[config.mk]
export PLATFORM = sky130hd
export DESIGN_NAME = pio_test_sequencer
export DESIGN_NICKNAME = d
export VERILOG_FILES = /design/src/rtl/pio_test_sequencer.sv
export SDC_FILE = /design/constraint.sdc
export NUM_CORES = 1
export LEC_CHECK = 0
export BUFFER_PORTS_ARGS = -buffer_cell sky130_fd_sc_hd__buf_2
export CORE_UTILIZATION = 48
export DETAILED_ROUTE_END_ITERATION = 6
export PLACE_DENSITY = 0.75
export SKIP_LAST_GASP = 1
export SYNTH_ARGS = -nofsm -noshare
export SYNTH_HDL_FRONTEND = slang
export SYNTH_SLANG_ARGS = --single-unit
[constraint.sdc]
create_clock -name user_clk -period 3.8 [get_ports user_clk]
set_input_delay 0.19 -clock user_clk [delete_from_list [all_inputs] [get_ports user_clk]]
set_output_delay 0.19 -clock user_clk [all_outputs]
set_load 0.005 [all_outputs]
[src/rtl/pio_test_sequencer.sv]
// PIO test sequencer: issues BAR write/read TLPs per iteration and scores the completions.
// Latency: tx_start asserts the cycle after WRITE/READ; one iteration per DONE/ERROR.
// Backpressure: each TLP waits on tx_done; reads wait on rx_success/rx_fail or a CPL_TIMEOUT-cycle timer.
module pio_test_sequencer #(
  parameter int          TCQ         = 1,
  parameter logic [63:0] BAR_BASE    = 64'h0000_0000_1000_0000,
  parameter int          BAR_SIZE_DW = 1024,
  parameter int          ADDR64      = 0,
  parameter int          LEN_DW      = 1,
  parameter int          MODE        = 0,
  parameter int          NUM_ITER    = 4096,
  parameter int          CPL_TIMEOUT = 1024,
  parameter logic [31:0] RD_EXPECT   = 32'h1234_5678
) (
  input  logic         user_clk,
  input  logic         reset,
  input  logic         user_lnk_up,
  output logic         start_config,
  input  logic         finished_config,
  input  logic         failed_config,
  output logic [2:0]   tx_type,
  output logic [7:0]   tx_tag,
  output logic [63:0]  tx_addr,
  output logic [127:0] tx_data,
  output logic [10:0]  tx_length,
  output logic         tx_start,
  input  logic         tx_done,
  output logic         rx_type,
  output logic [7:0]   rx_tag,
  output logic [31:0]  rx_data,
  input  logic         rx_success,
  input  logic         rx_fail,
  input  logic         restart,
  output logic         test_done,
  output logic [15:0]  pass_count,
  output logic [15:0]  err_count,
  output logic [15:0]  timeout_count
);

  typedef enum logic [3:0] {
    WAIT_CFG, WRITE, WRITE_WAIT, READ, READ_WAIT, CPL_WAIT, DONE, ERROR, TESTDONE
  } state_t;

  // TCQ only ever modelled a clock-to-out delay; it folds to zero here.
  localparam int          LEN      = LEN_DW + (TCQ * 0);
  localparam logic [31:0] LEN32    = 32'(LEN);
  localparam logic [31:0] BAR32    = 32'(BAR_SIZE_DW);
  localparam logic [31:0] CPL_LAST = 32'(CPL_TIMEOUT - 1);
  localparam logic [16:0] ITER_END = 17'(NUM_ITER);
  localparam logic [2:0]  WR_TYPE  = (ADDR64 != 0) ? 3'b011 : 3'b001;
  localparam logic [2:0]  RD_TYPE  = (ADDR64 != 0) ? 3'b010 : 3'b000;
  localparam state_t      FIRST_ST = (MODE == 2) ? READ : WRITE;

  state_t        state, state_nxt;
  logic          lnk_q1, lnk_q2;
  logic [15:0]   iter;
  logic [31:0]   offset, offset_inc, offset_nxt;
  logic [31:0]   cpl_cnt;
  logic [127:0]  pattern;
  logic          last_iter, cpl_timeout;

  function automatic logic [15:0] sat_inc(input logic [15:0] v);
    return (v == 16'hFFFF) ? v : v + 16'd1;
  endfunction

  assign rx_tag = tx_tag;

  // Payload pattern, iteration bookkeeping and completion-timeout detect.
  always_comb begin
    pattern = '0;
    for (int k = 0; k < 4; k++) begin
      if (k < LEN) pattern[32*k +: 32] = {iter, 8'hA5, 6'b0, 2'(k)};
    end
    offset_inc  = offset + LEN32;
    // Wrap before the next TLP would run past the end of the aperture.
    offset_nxt  = (offset_inc + LEN32 > BAR32) ? '0 : offset_inc;
    last_iter   = (17'(iter) + 17'd1) == ITER_END;
    cpl_timeout = (state == CPL_WAIT) && !rx_fail && !rx_success && (cpl_cnt == CPL_LAST);
  end

  // State register.
  always_ff @(posedge user_clk) begin
    if (reset) state <= WAIT_CFG;
    else       state <= state_nxt;
  end

  // Next-state logic; a dropped link overrides everything.
  always_comb begin
    state_nxt = state;
    case (state)
      WAIT_CFG:   if (failed_config) state_nxt = ERROR;
                  else if (finished_config) state_nxt = FIRST_ST;
      WRITE:      state_nxt = WRITE_WAIT;
      WRITE_WAIT: if (tx_done) state_nxt = (MODE == 0) ? READ : DONE;
      READ:       state_nxt = READ_WAIT;
      READ_WAIT:  if (tx_done) state_nxt = CPL_WAIT;
      CPL_WAIT:   if (rx_fail) state_nxt = ERROR;
                  else if (rx_success) state_nxt = DONE;
                  else if (cpl_timeout) state_nxt = ERROR;
      DONE, ERROR: state_nxt = last_iter ? TESTDONE : FIRST_ST;
      TESTDONE:   if (restart) state_nxt = FIRST_ST;
      default:    state_nxt = WAIT_CFG;
    endcase
    if (!user_lnk_up) state_nxt = WAIT_CFG;
  end

  // Link edge detect, TLP field capture, iteration/offset tracking and status counters.
  always_ff @(posedge user_clk) begin
    if (reset) begin
      lnk_q1        <= 1'b0;
      lnk_q2        <= 1'b0;
      start_config  <= 1'b0;
      tx_type       <= '0;
      tx_tag        <= '0;
      tx_addr       <= '0;
      tx_data       <= '0;
      tx_length     <= '0;
      tx_start      <= 1'b0;
      rx_type       <= 1'b0;
      rx_data       <= '0;
      test_done     <= 1'b0;
      pass_count    <= '0;
      err_count     <= '0;
      timeout_count <= '0;
      iter          <= '0;
      offset        <= '0;
      cpl_cnt       <= '0;
    end else begin
      lnk_q1       <= user_lnk_up;
      lnk_q2       <= lnk_q1;
      start_config <= lnk_q1 & ~lnk_q2;
      tx_start     <= 1'b0;
      cpl_cnt      <= (state == CPL_WAIT) ? cpl_cnt + 32'd1 : '0;
      test_done    <= (state_nxt == TESTDONE);
      if (!user_lnk_up) begin
        // tx_tag deliberately survives a link drop so tags never repeat early.
        iter          <= '0;
        offset        <= '0;
        pass_count    <= '0;
        err_count     <= '0;
        timeout_count <= '0;
      end else begin
        case (state)
          WRITE, READ: begin
            tx_start  <= 1'b1;
            tx_tag    <= tx_tag + 8'd1;
            tx_type   <= (state == WRITE) ? WR_TYPE : RD_TYPE;
            tx_addr   <= BAR_BASE + 64'({offset, 2'b00});
            tx_data   <= pattern;
            tx_length <= 11'(LEN);
            rx_type   <= (state == READ);
            rx_data   <= (MODE == 2) ? RD_EXPECT : pattern[31:0];
          end
          DONE, ERROR: begin
            if (state == DONE) pass_count <= sat_inc(pass_count);
            else               err_count  <= sat_inc(err_count);
            iter   <= iter + 16'd1;
            offset <= offset_nxt;
          end
          TESTDONE: begin
            if (restart) begin
              iter          <= '0;
              offset        <= '0;
              pass_count    <= '0;
              err_count     <= '0;
              timeout_count <= '0;
            end
          end
          default: ;
        endcase
        if (cpl_timeout) timeout_count <= sat_inc(timeout_count);
      end
    end
  end

endmodule

; ---- After elaboration in Yosys (flattened, before gate mapping)
; Cells that the tools add are included.
[totals]
regBits = 234
inputBits = 9
out_inout_bits = 306
word_cells = 98
[classes]
add_sub_neg = 10
order_cmp = 1
n_eq_ne = 20
muxes = 27
n_bitwise = 4
n_reduce_logical = 18
[op_table]
columns = cell, n
row1 = 16-bit 2-to-1 mux, 8
row2 = "32-bit by 1-bit adder with 32-bit output, second input constant", 3
row3 = 16-bit one-hot mux with 2 select lines, 3
row4 = "16-bit by 1-bit adder with 16-bit output, second input constant", 4
row5 = 32-bit 2-to-1 mux, 2
row6 = 32-bit one-hot mux with 2 select lines, 1
row7 = "16-bit equality test, second input constant", 3
row8 = 4-bit 2-to-1 mux, 10
row9 = "29-bit by 34-bit adder with 35-bit output, first input constant", 1
row10 = "32-bit by 10-bit equality test with 1-bit output, second input constant", 1
row11 = "32-bit by 11-bit > comparator with 1-bit output, second input constant", 1
row12 = 4-bit one-hot mux with 8 select lines, 1
row13 = "16-bit by 1-bit adder with 17-bit output, second input constant", 1
row14 = "17-bit by 13-bit equality test with 1-bit output, second input constant", 1
row15 = "4-bit by 3-bit equality test with 1-bit output, second input constant", 4
row16 = "2-bit != test, second input constant", 6
row17 = "8-bit by 1-bit adder with 8-bit output, second input constant", 1
row18 = "4-bit by 2-bit equality test with 1-bit output, second input constant", 2
row19 = "4-bit equality test, second input constant", 2
row20 = 4-bit AND reduction, 2
row21 = 2-bit OR reduction, 4
row22 = 2-bit nonzero test, 3
row23 = "4-bit by 1-bit equality test with 1-bit output, second input constant", 1
row24 = 4-bit zero test, 1
row25 = other kinds (7), 14

; ---- Depth between registers and ports, before layout
[logic_depth]
ltp_word = 10
depth_mapped = 14
depth_no_buf = 13

; ---- Least setup slack after synthesis
; Ideal clock, no wire load.
[synth_timing]
path_type = reg-to-reg
from = register offset[0]
to = register offset[19]
setup_time_ps = 71
arrival_ps = 3933
required_time_ps = 3729
path_slack_ps = -204
path_stages_with_launch = 15
path_buffers = 2
synth_period_minus_slack_ps = 4004
cell_sequence = dfxtp_1 ha_1 and3_1 buf_2 nand4_1 xor2_1 or3_1 a211oi_1 a31oi_1 or4_1 or4b_4 nor4b_4 nand2_2 buf_6 a21oi_2
[synth_via]
elab_chain_len = 5
[synth_rtl]
columns = item, line
row1 = start: declaration, 57  ; logic [31:0] offset, offset_inc, offset_nxt;
row2 = start signal: assignment, 158  ; offset <= offset_nxt;
row3 = 32-bit by 1-bit adder with 32-bit output *, 74  ; offset_inc = offset + LEN32;
row4 = 32-bit by 1-bit adder with 32-bit output, 76  ; offset_nxt = (offset_inc + LEN32 > BAR32) ? '0 : offset_inc;
row5 = 32-bit by 11-bit > comparator with 1-bit output, 76
row6 = 32-bit 2-to-1 mux *, 76
row7 = 32-bit one-hot mux with 2 select lines *, 143  ; case (state)
; Mark *: on every way between the ends. The rest lies on a longest branch, timed or not.
; A chain may end at the register's enable or synchronous reset.

; ---- Final worst setup path
[layout_timing]
from = register offset[1]
to = register offset[4]
; Same word-level chain as after synthesis.

==> summary.md <==
| Metric | Value |
|---|---|
| Status | finished clean |
| Final Hold Vio Count | 0 |
| Clock-pin transition on the worst setup and hold timing paths | 0.08 ns |
| Fillcell total | slightly above 2000 |
| Synth Area in Simple Gates | a little over a quarter |
| #FFs+latches synth | just under 200 |
| Global route overflow | 0 |
| Post-detail-place hpwl | roughly 19 mm |
| Synth Area in XOR/XNOR | under 10% |
| CTS Sinks | about 200 |
| Layout Utilization | between 50% and 60% |
| Slew headroom | a little under a fifth |
| Routed Antenna Nets | 0 |
| Worst vdd ir | about 0.0003 V |
| Synth Area in Adders | around 1.1% |
| Vias in the first global route | between 8000 and 9000 |
| # IOs | around 320 |
| Storage element area | 3970 sq um |
| Cell taking the most area after synthesis | dfxtp_1 |
| Worst Slack Setup Final | between 0.09 and 0.1 ns |
| CTS Buffer Depth | 2 |
| Clock root cell | clkbuf_16 |
| GRT Overall Usage | roughly 22% |
| Global-route wire length before repair | between 40 and 50 mm |
| P&R area growth vs syn | 12.1% |
| Post-synth EDFFs | 0 |
| Max-Cap Viols | 0 |
| Syn. warnings | 0 |
| Synth Instances | 1391 |
| Final Critical Period | between 3 and 4 ns |
| Crit start category | flop |
| Crit path arrival time | ~4 ns |
| Share of the clock period used by the worst path | a little over nine tenths |
| Post-place setup slack | -0.0495 ns |
| Multiplexer share of the synthesized area | less than 1% |
| Async SR Flop Fraction | 0% |
| TritonCTS buffer count | 17 |
| 1st-iter DRT viols | around 670 |
| Leakage | 0.00507 uW |
| Post-synthesis area per instance | about 7.9 sq um |
| Multi-input logic area | roughly 6000 sq um |
| Largest net degree at the start of global routing | 64 |
| Synth Flop Type | dfxtp_1 |
| Via count | ~9500 |
| Most instantiated cells after synthesis | dfxtp_1, buf_4, nand2_1, nor2_1, a21oi_1 |
| WS Path Type | flop to flop |
| Yosys top cell area share | 35.9% |
| Crit end category | flop |
| Share of cells above drive strength 1 | between 20% and 30% |
| Initial Util | about half |
| H-tree depth | 4 |
| Final setup violating endpoints | 0 |
| Row cnt | 54 |
| Hold_buf cts | 0 |
| Clock Latency Late Sink | ~0.43 ns |
| Largest family of logic cells by synthesized area | simple AND/OR/NAND/NOR gates |
| Count leader, synth | dfxtp_1 |
| Final Slew Violations | 0 |
| Initial antenna violation count | 1 |
| Nets | between 1500 and 2000 |
| Drt total wl | approximately 27 mm |
| Die Ht | about 150 microns |
| Drt wl/cell | between 10 and 15 microns |
| Drt drc | 0 |
| CTS tree | yes |
| DIE WIDTH | between 150 and 200 microns |
| Final hold slack | about 0.084 ns |
| DIE AREA | 23500 sq um |
| PortBufs | ~150 |
| Synth cell types | 64 |
| Compound-Gate Fraction of Synth Area | 11.5% |
| Total Power | 4150 uW |
| Seq/Total Area, Yosys | between 30% and 40% |
| WP data required | 4.15 ns |
| Setup_tns | 0 ns |
| Min-delay worst type | primary input to flop |
| RSZ-0062 raised after global routing | true |
| Setup Skew | about 0.0077 ns |
| Vias/cell | 5.24 |
| GPL Wtd Cong | about 0.91 |
| Mapped Area | roughly 11000 sq um |
| Largest cells by area after synthesis | dfxtp_1, buf_4, nand2_1 |
| Tightest Pin Transition | about 1.2 ns |
| CORE AREA | approximately 22000 sq um |
| Pre-antenna DRT Iters | 5 |
| Max frequency | around 270 MHz |
| Pwr Density | 337 nW/um^2 |
| CP Max Fanout | 8 |
[report_power, final]
part           total, uW  switching, uW  internal (uW)
clock network       1920            895           1030
registers           2080           8.88           2070
logic                150            119           31.3
total               4150           1020           3130
[stage by stage]
stage / cells / cell area (sq um)
after floorplan: 1553 / 11600
after global placement: 1778 / 11400
after detailed placement: 1778 / 11400
after CTS: 1810 / 12100
after global routing: 1814 / 12300
final: 1814 / 12300
[cell usage in the layout (no fill, tap or decap), drive strengths merged, types with 39 or more instances in the layout]
cell / instances
buf: 209
dfxtp: 197
nand2: 178
conb: 163
nor2: 162
a21oi: 94
xor2: 63
nand3: 61
nand4: 41
o21ai: 39
[final timing paths]
path	startpoint	to	slack, ns	cells past startpoint
setup / recovery	offset[1]	offset[4]	0.1	13
hold / removal	user_lnk_up	timeout_count[1]	0.08	3
setup reg to reg	offset[1]	offset[4]	0.1	13
hold reg to reg	lnk_q2	start_config	0.40	1
[registers in the layout, summed over array words and instances (netlist names), 16 cells and up]
name	count
err_count	16
offset	32
pass_count	16
iter	16
cpl_cnt	32
timeout_count	16
tx_addr	33
rx_data	17
[cells by family after synthesis]
| family | count (synthesis) |
|---|---|
| compound gates | 203 |
| buf+inv | 274 |
| flops | 197 |
| other cells | 1 |
| mux | 10 |
| xor+xnor | 97 |
| simple gates | 599 |
| fa+ha+maj | 10 |
[worst max-delay path, cell delays in order, from the launching register on]
cell,delay (ns)
dfxtp_4,0.38
ha_4,0.16
nand4_1,0.12
nor4_2,0.33
a21oi_2,0.11
or3_1,0.40
a211oi_2,0.18
a31oi_1,0.06
or4_1,0.49
or4b_4,0.58
nor4b_4,0.36
buf_6,0.19
a31oi_1,0.09
mux2i_1,0.16
[metal layers]
metal | vias up | part of all wire (%) | GRT usage (%)
met4 | 0 | 2.7 | 8.56
met1 | 4456 | 44 | 28.1
met3 | 45 | 4.4 | 3.66
met5 | - | 0 | 0
li1 | 4685 | - | -
met2 | 313 | 49 | 36.9
[layout make-up]
cell class | count | area share, %
antenna | 1 | 0.0203
clock buffer | 18 | 3.56
clock inverter | 14 | 1.56
inverter | 13 | 0.396
multi-input combinational | 1082 | 49.6
sequential | 197 | 32.2
tap | 280 | 2.84
timing repair buffer | 209 | 9.83
[what timing repair did]
action,4_1_cts,5_1_grt
pin swaps,0,16
gates resized for setup,8,50
endpoints found under the setup margin,32,32
buffers inserted,0,3
No activity file was read; power rests on OpenSTA's default activity.
